<file path="src/rtl/regfile_sb_if.sv">
// regfile_sb_if: decode/write-back bus of the scoreboarded register file.
// master = decode + write-back side, slave = register file.
interface regfile_sb_if #(
    parameter int unsigned XLEN = 32,
    parameter int unsigned AW   = 5,
    parameter int unsigned NRD  = 2,
    parameter int unsigned NWR  = 1
);
    // Read side: port i occupies [i*AW +: AW] / [i*XLEN +: XLEN]
    logic [NRD*AW-1:0]   rd_addr;
    logic [NRD*XLEN-1:0] rd_data;
    logic [NRD-1:0]      rd_busy;

    // Issue handshake
    logic                issue_valid;
    logic [AW-1:0]       issue_addr;
    logic                issue_ready;

    // Write-back side: port j occupies [j*AW +: AW] / [j*XLEN +: XLEN]
    logic [NWR-1:0]      wb_we;
    logic [NWR*AW-1:0]   wb_addr;
    logic [NWR*XLEN-1:0] wb_data;

    modport master (
        output rd_addr,
        input  rd_data,
        input  rd_busy,
        output issue_valid,
        output issue_addr,
        input  issue_ready,
        output wb_we,
        output wb_addr,
        output wb_data
    );

    modport slave (
        input  rd_addr,
        output rd_data,
        output rd_busy,
        input  issue_valid,
        input  issue_addr,
        output issue_ready,
        input  wb_we,
        input  wb_addr,
        input  wb_data
    );
endinterface

</file>
<file path="src/rtl/regfile_sb.sv">
// regfile_sb: integer register file with NRD combinational read ports,
// NWR write-back ports, hardwired zero register and a per-register busy
// scoreboard with an issue handshake (RAW detect / WAW stall).
// Optional macro RF_BYPASS_EN: same-cycle write-back data and busy clear
// are forwarded to the read ports and to issue_ready.
module regfile_sb #(
    parameter int unsigned XLEN = 32,
    parameter int unsigned NREG = 32,
    parameter int unsigned AW   = 5,
    parameter int unsigned NRD  = 2,
    parameter int unsigned NWR  = 1
) (
    input  logic        clk,
    input  logic        rst,
    regfile_sb_if.slave bus
);

    logic [XLEN-1:0] r_regs [NREG];
    logic [NREG-1:0] r_busy;

    logic [NREG-1:0] w_wb_hit;
    logic [NREG-1:0] w_busy_vis;
    logic [NREG-1:0] w_busy_next;
    logic            w_issue_fire;

    // Registers targeted by an enabled write-back this cycle (never reg 0)
    always_comb begin
        w_wb_hit = '0;
        for (int unsigned j = 0; j < NWR; j++) begin
            if (bus.wb_we[j] && (bus.wb_addr[j*AW +: AW] != '0)) begin
                w_wb_hit[bus.wb_addr[j*AW +: AW]] = 1'b1;
            end
        end
    end

    // Busy vector as seen by the read ports and the issue check
    always_comb begin
`ifdef RF_BYPASS_EN
        w_busy_vis = r_busy & ~w_wb_hit;
`else
        w_busy_vis = r_busy;
`endif
        w_busy_vis[0] = 1'b0;
    end

    assign bus.issue_ready = !bus.issue_valid
                          || (bus.issue_addr == '0)
                          || !w_busy_vis[bus.issue_addr];
    assign w_issue_fire    = bus.issue_valid && bus.issue_ready;

    // Next busy state: write-backs clear, a firing issue sets; set wins
    always_comb begin
        w_busy_next = r_busy & ~w_wb_hit;
        if (w_issue_fire && (bus.issue_addr != '0)) begin
            w_busy_next[bus.issue_addr] = 1'b1;
        end
        w_busy_next[0] = 1'b0;
    end

    // Busy scoreboard register
    always_ff @(posedge clk or posedge rst) begin
        if (rst) begin
            r_busy <= '0;
        end else begin
            r_busy <= w_busy_next;
        end
    end

    // Register array write; later port index overrides earlier on conflict
    always_ff @(posedge clk or posedge rst) begin
        if (rst) begin
            for (int unsigned k = 0; k < NREG; k++) begin
                r_regs[k] <= '0;
            end
        end else begin
            for (int unsigned j = 0; j < NWR; j++) begin
                if (bus.wb_we[j] && (bus.wb_addr[j*AW +: AW] != '0)) begin
                    r_regs[bus.wb_addr[j*AW +: AW]] <= bus.wb_data[j*XLEN +: XLEN];
                end
            end
        end
    end

    for (genvar gi = 0; gi < NRD; gi++) begin : g_rd
        logic [AW-1:0]   w_addr;
        logic [XLEN-1:0] w_data;

        assign w_addr = bus.rd_addr[gi*AW +: AW];

        // Combinational read; address 0 is hardwired to zero
        always_comb begin
            w_data = (w_addr == '0) ? '0 : r_regs[w_addr];
`ifdef RF_BYPASS_EN
            // Forwarding is suppressed during reset so outputs read zero
            if (!rst && (w_addr != '0)) begin
                for (int unsigned j = 0; j < NWR; j++) begin
                    if (bus.wb_we[j] && (bus.wb_addr[j*AW +: AW] == w_addr)) begin
                        w_data = bus.wb_data[j*XLEN +: XLEN];
                    end
                end
            end
`endif
        end

        assign bus.rd_data[gi*XLEN +: XLEN] = w_data;
        assign bus.rd_busy[gi]              = w_busy_vis[w_addr];
    end

endmodule

</file>
<file path="src/flat_wrapper.sv">
// flat-port wrapper written by rule: the top's interface ports become plain ports
module regfile_sb_flat 
#(
    parameter int unsigned XLEN = 32,
    parameter int unsigned NREG = 32,
    parameter int unsigned AW   = 5,
    parameter int unsigned NRD  = 2,
    parameter int unsigned NWR  = 1
)
  (clk, rst, bus_rd_addr, bus_rd_data, bus_rd_busy, bus_issue_valid, bus_issue_addr, bus_issue_ready, bus_wb_we, bus_wb_addr, bus_wb_data);
  regfile_sb_if #(.XLEN(XLEN), .AW(AW), .NRD(NRD), .NWR(NWR)) bus_i ();
  input  logic clk;
  input  logic rst;
  input wire logic [$bits(bus_i.rd_addr)-1:0] bus_rd_addr;
  output wire logic [$bits(bus_i.rd_data)-1:0] bus_rd_data;
  output wire logic [$bits(bus_i.rd_busy)-1:0] bus_rd_busy;
  input wire logic [$bits(bus_i.issue_valid)-1:0] bus_issue_valid;
  input wire logic [$bits(bus_i.issue_addr)-1:0] bus_issue_addr;
  output wire logic [$bits(bus_i.issue_ready)-1:0] bus_issue_ready;
  input wire logic [$bits(bus_i.wb_we)-1:0] bus_wb_we;
  input wire logic [$bits(bus_i.wb_addr)-1:0] bus_wb_addr;
  input wire logic [$bits(bus_i.wb_data)-1:0] bus_wb_data;
  assign bus_i.rd_addr = bus_rd_addr;
  assign bus_rd_data = bus_i.rd_data;
  assign bus_rd_busy = bus_i.rd_busy;
  assign bus_i.issue_valid = bus_issue_valid;
  assign bus_i.issue_addr = bus_issue_addr;
  assign bus_issue_ready = bus_i.issue_ready;
  assign bus_i.wb_we = bus_wb_we;
  assign bus_i.wb_addr = bus_wb_addr;
  assign bus_i.wb_data = bus_wb_data;
  regfile_sb #(.XLEN(XLEN), .NREG(NREG), .AW(AW), .NRD(NRD), .NWR(NWR)) u_core (.clk(clk), .rst(rst), .bus(bus_i));
endmodule
</file>
<file path="config.mk">
export PLATFORM = sky130hd
export DESIGN_NAME = regfile_sb_flat
export DESIGN_NICKNAME = d
export VERILOG_FILES = /design/src/rtl/regfile_sb_if.sv /design/src/rtl/regfile_sb.sv /design/src/flat_wrapper.sv
export SDC_FILE = /design/constraint.sdc
export NUM_CORES = 2
export LEC_CHECK = 0
export BUFFER_PORTS_ARGS = -buffer_cell sky130_fd_sc_hd__buf_2
export CORE_MARGIN = 3
export CORE_UTILIZATION = 35
export CTS_CLUSTER_DIAMETER = 120
export DETAILED_ROUTE_END_ITERATION = 16
export HOLD_SLACK_MARGIN = 0.15
export SETUP_SLACK_MARGIN = 0.5
export SYNTH_ARGS = -nofsm -noshare
export SYNTH_HDL_FRONTEND = slang
export SYNTH_SLANG_ARGS = --single-unit
</file>
<file path="constraint.sdc">
create_clock -name clk -period 31.2 [get_ports clk]
set_input_delay 0 -clock clk [delete_from_list [all_inputs] [get_ports clk]]
set_output_delay 0 -clock clk [all_outputs]
set_load 0.05 [all_outputs]
</file>
Word-level counts from Yosys, hierarchy flattened
Cells that the tools add are included.

storage, ports and cells
  register bits after elaboration = 1,055
  logic and storage cells = 87
  output and inout port bits = 67

operators by class
  reduce and logical (&&, ||, !) cells = 15
  muxes and demuxes = 23
  bitwise gates (word level) = 6
  magnitude comparators = 10

operator list
  operator              count
  $bwmux W1024          1
  $bmux W32 S5          2
  $mux W32              9
  $demux W32 S5         1
  $and A32 B32 Y32      1
  $not A32 Y32          1
  $or A32 B32 Y32       1
  $lt A5 B6 Y1 const B  4
  $ge A6 B6 Y1 const B  3
  $not A5 Y6            3
  $bmux W1 S5           3
  $logic_not A5 Y1      3
  $demux W1 S5          2
  $ge A5 B1 Y1 const B  2
  $reduce_bool A5 Y1    2
  $logic_and A1 B1 Y1   6
  $lt A6 B1 Y1 const B  1
  $mux W1               5
  $logic_not A1 Y1      2
  $logic_or A1 B1 Y1    2

Depth between registers and ports, before layout
  depth in word-level cells = 9
  mapped depth = 10
  gate-level depth less buffers = 5

Worst setup path after synthesis
No wires, ideal clock.

  kind = input port to output port
  start = input bus_rd_addr[6]
  end = output bus_rd_busy[1]
  cell stages on the path = 9
  slack = 28,893 ps
  required time = 31,200 ps
  path buffers = 5
  arrival time = 2,307 ps
  path through = buf_2 buf_4 buf_4 buf_4 buf_4 nand3b_1 a21oi_1 a21oi_1 a221oi_1

on the way
  word-level cells in the longest chain between the ends = 2

RTL lines
  what                           RTL line            RTL
  start, declared                flat_wrapper.sv:14  input wire logic [$bits(bus_i.rd_addr)-1:0] bus_rd_addr;
  $bmux W1 S5                    regfile_sb.sv:106   assign bus.rd_busy[gi] = w_busy_vis[w_addr];
  $mux W1 (implied by the code)  regfile_sb.sv:106
  end, declared                  flat_wrapper.sv:16  output wire logic [$bits(bus_i.rd_busy)-1:0] bus_rd_busy;

Every way passes these cells. The select of a mux whose other input is x is not followed.

Worst setup path in the final report
  start = input bus_rd_addr[5]
  end = output bus_rd_data[62]

on the way
  word-level cells in the longest chain between the ends = 5
  elaborated cells on any way between the ends = 6

RTL lines
  what                                          RTL line            RTL
  $not A5 Y6 (implied by the code)              regfile_sb.sv:92    w_data = (w_addr == '0) ? '0 : r_regs[w_addr];
  $bmux W32 S5                                  regfile_sb.sv:92
  $mux W32 (implied by the code) (2 in series)  regfile_sb.sv:92
  $mux W32 *                                    regfile_sb.sv:92
  end, declared                                 flat_wrapper.sv:15  output wire logic [$bits(bus_i.rd_data)-1:0] bus_rd_data;

Mark *: on every way between the ends. The rest lies on a longest branch, timed or not. The select of a mux whose other input is x is not followed.

==> summary.md <==
| Metric | Value |
|---|---|
| Tcrit/Tclk final | `15.47%` |
| R2R setup slack | `28.43 ns` |
| Worst path max stage delay | `0.90 ns` |
| DRT Pass-1 Iters | `7` |
| WP data arrival | `4.83 ns` |
| Met3 Use GR | `4.367%` |
| WP data required | `31.20 ns` |
| Number of global-route vias before repair | `36,110` |
| Combinational power share | `21.0%` |
| Antenna viol nets, final | `0` |
| Via count | `35,210` |
| Slowest CP cell | `buf_4` |
| Critical path, cell by cell | `buf_8 -> buf_4 -> buf_4 -> buf_4 -> nor4b_4 -> buf_4 -> a211o_1 -> a31oi_1 -> buf_2` |
| H-tree levels | `3` |
| Met2 GRT Util | `33.71%` |
| Reg2reg end | `u_core.r_busy[31]$_DFF_PP0_` |
| First-pass GRT wire length | `258,800 um` |
| All-layer global routing usage | `21.45%` |
| Post-DR vias/cell | `6.090` |
| Fin crit period | `4.828 ns` |
| Fmax | `207.1 MHz` |
| Gr busiest metal | `met2` |
| Sw Pwr | `1.131 mW` |
| WL final | `176,800 um` |
| Fin. Hold Viols | `0` |
| VDD IR-drop max | `43.11 uV` |
| Final setup fails | `0` |
| Slew Viols, Final | `0` |
| Die ar. | `164,700 um2` |
| Clk_skew | `0.02302 ns` |
| Min-Delay Path Class | `flip-flop to flip-flop` |
| Crit path kind | `input port to output pin` |
| Core area | `158,600 um2` |
| Die Span Y | `405.9 um` |
| Utilization after layout | `39.27%` |
| Row count | `146` |
| Syn avg cell area | `15.21 um2` |
| CTS buffer count | `111` |
| CTS tree | `built` |
| Sequential Power Share | `44.9%` |
| PortBufs | `122` |
| FF-to-FF path depth | `7` |
| Clk buf depth | `3` |
| Total grt overflow | `0` |
| Setup TNS | `0 ns` |
| Cell repeated most along the worst path | `buf_4` |
| P&R area growth vs syn | `11.25%` |
| CP Launch Type | `input port` |
| Dpl ws | `26.19 ns` |
| CTS root buf | `clkbuf_16` |
| Initial Util | `35.30%` |
| Seq cells post-synth | `1,055` |
| Worst-Margin Slew | `1.179 ns` |
| # IOs | `123` |
| Clock Pin Slew Worst Setup and Hold Paths | `0.06 ns` |
| Power Dens Cells | `65.01 nW/um2` |
| Clock share of power | `34.0%` |
| Static Leak | `26.52 nW` |
| Yosys Warn Count | `0` |
| DRC errors left | `0` |
| R2R Path Start | `u_core.r_busy[28]$_DFF_PP0_` |
| Max FO, Critical Path | `56` |
| Worst hold start | `u_core.r_regs[998]$_DFFE_PP0P_` |
| Initial antenna violation count | `5` |
| Largest net degree at the start of global routing | `179` |
| Met1 Track Usage GR | `29.89%` |
| Gp weighted congestion | `0.7861` |
| Yosys cell types | `53` |
| Commonest cells after routing, fill and taps aside | `1,059 x mux2_2, 1,055 x dfrtp_1, 498 x mux4_2, 115 x buf_2, 113 x clkbuf_16` |
| Hold Path End | `u_core.r_regs[998]$_DFFE_PP0P_` |
| CP Buf/Inv Count | `6` |
| Internal power | `2.917 mW` |
| Switching Fraction | `27.95%` |
| Max-Cap Viols | `0` |
| Hold Path Depth | `0` |
| Cell area after synthesis | `55,970 um2` |
| Seq/Total Area, Yosys | `47.17%` |
| Die Wd | `405.9 um` |
| Crit end category | `output pin` |
| Status | `complete, no violations` |
| Syn Inst Count | `3,681` |
| Setup WS post-layout | `26.37 ns` |
| Commonest non-fill, non-tap cell in the layout | `mux2_2` |
| Post-CTS Resized | `0` |
| Filler cells | `14,640` |
| Post-DP HPWL | `97,590 um` |
| CP delay by family, top | `buffers and inverters` |
| Routed len/inst | `30.59 um` |
| Layout cells sized above 1 | `53.50%` |
| Relative slew slack | `21.22%` |
| Clock sinks | `1,055` |
| NumNets Final | `3,665` |
| Synth Net Count | `3,737` |
| Clock Latency Late Sink | `0.74 ns` |
| DRT iter0 DRCs | `3,206` |
| RSZ-0062 raised after global routing | `false` |
metrics by stage:
stage          area (um2)  power (mW)  instances  hold WS, ns
6_report            62270       4.048       5781       0.3737
5_1_grt             62260       4.221       5777       0.3816
4_1_cts             62250       4.071       5777       0.3570
3_5_place_dp        57920       2.684       5512       0.2403
3_3_place_gp        57920       2.653       5512       0.2311
2_1_floorplan       55970       2.479       3681       0.1517
metal layers:
layer | part of all wire, % | vias up
met1 | 43 | 19390
met2 | 47 | 1329
li1 | - | 14190
met4 | 3.2 | 6
met3 | 7.2 | 296
met5 | 0.069 | -
synthesized netlist by cell type (all sizes together):
cell,number,share of area (%)
a2111oi,1,0.016
a211o,32,0.50
a211oi,32,0.43
a21oi,69,0.62
a221oi,1,0.016
a22o,4,0.065
a22oi,65,0.87
a31oi,32,0.36
a32o,16,0.29
a41o,1,0.018
a41oi,1,0.016
and2,2,0.022
and2b,1,0.013
and3,4,0.045
and3b,3,0.049
and4,2,0.036
and4b,1,0.018
buf,230,2.4
clkbuf,204,1.4
dfrtp,1055,47
inv,14,0.094
mux2,1068,21
mux2i,67,1.2
mux4,498,20
nand2,40,0.30
nand2b,3,0.034
nand3,7,0.063
nand3b,5,0.067
nor2,24,0.18
nor2b,38,0.42
nor3,34,0.31
nor3b,9,0.16
nor4b,1,0.027
o211ai,1,0.013
o21ai,12,0.11
o22ai,99,1.1
or2,1,0.011
or3,2,0.022
or3b,1,0.016
or4,1,0.013
sequential cells by signal, summed over array words and instances, names as in the netlist:
signal	count
u_core.r_regs	1024
u_core.r_busy	31
cells by family after synthesis:
| logic type | Yosys count | synth area share (%) |
|---|---|---|
| mux | 1633 | 42.72 |
| buf+inv | 448 | 3.872 |
| simple gates | 179 | 1.815 |
| compound gates | 366 | 4.420 |
| flops | 1055 | 47.17 |
power by group through the flow:
stage               Combinational, mW  Clock, mW  Sequential [mW]
floorplan                       0.699          0             1.78
global placement                0.834          0             1.82
detailed placement              0.849          0             1.83
CTS                             0.858       1.40             1.81
global route                    0.913       1.46             1.85
finish                          0.851       1.38             1.82
timing repair:
| action | CTS | global route |
|---|---|---|
| endpoints found under the hold margin | 1137 | 0 |
| hold buffers | 56 | 0 |
| endpoints found under the setup margin | 0 | 0 |
| setup buffers | 0 | 0 |
worst max-delay path by stage:
stage                               from                           to  slack [ns]  depth (start not counted)
after global placement    bus_rd_addr[5]              bus_rd_data[44]       26.27                          9
final                     bus_rd_addr[5]              bus_rd_data[62]       26.37                          9
after floorplan                      rst  u_core.r_busy[10]$_DFF_PP0_        1.50                          1
after detailed placement  bus_rd_addr[5]              bus_rd_data[44]       26.19                          9
after CTS                 bus_rd_addr[5]              bus_rd_data[44]       26.18                          9
after global routing      bus_rd_addr[5]              bus_rd_data[44]       25.90                          9
layout make-up:
class	count	area, um2	share of cell area [%]
multi-input combinational	2178	27640	44.39
sequential	1055	26400	42.40
clock buffer	176	3385	5.436
tap	2072	2592	4.164
timing repair buffer	249	1789	2.874
clock inverter	33	390.4	0.6269
inverter	14	60.06	0.09645
antenna	4	10.01	0.01608
Power figures use the tool's default switching activity.
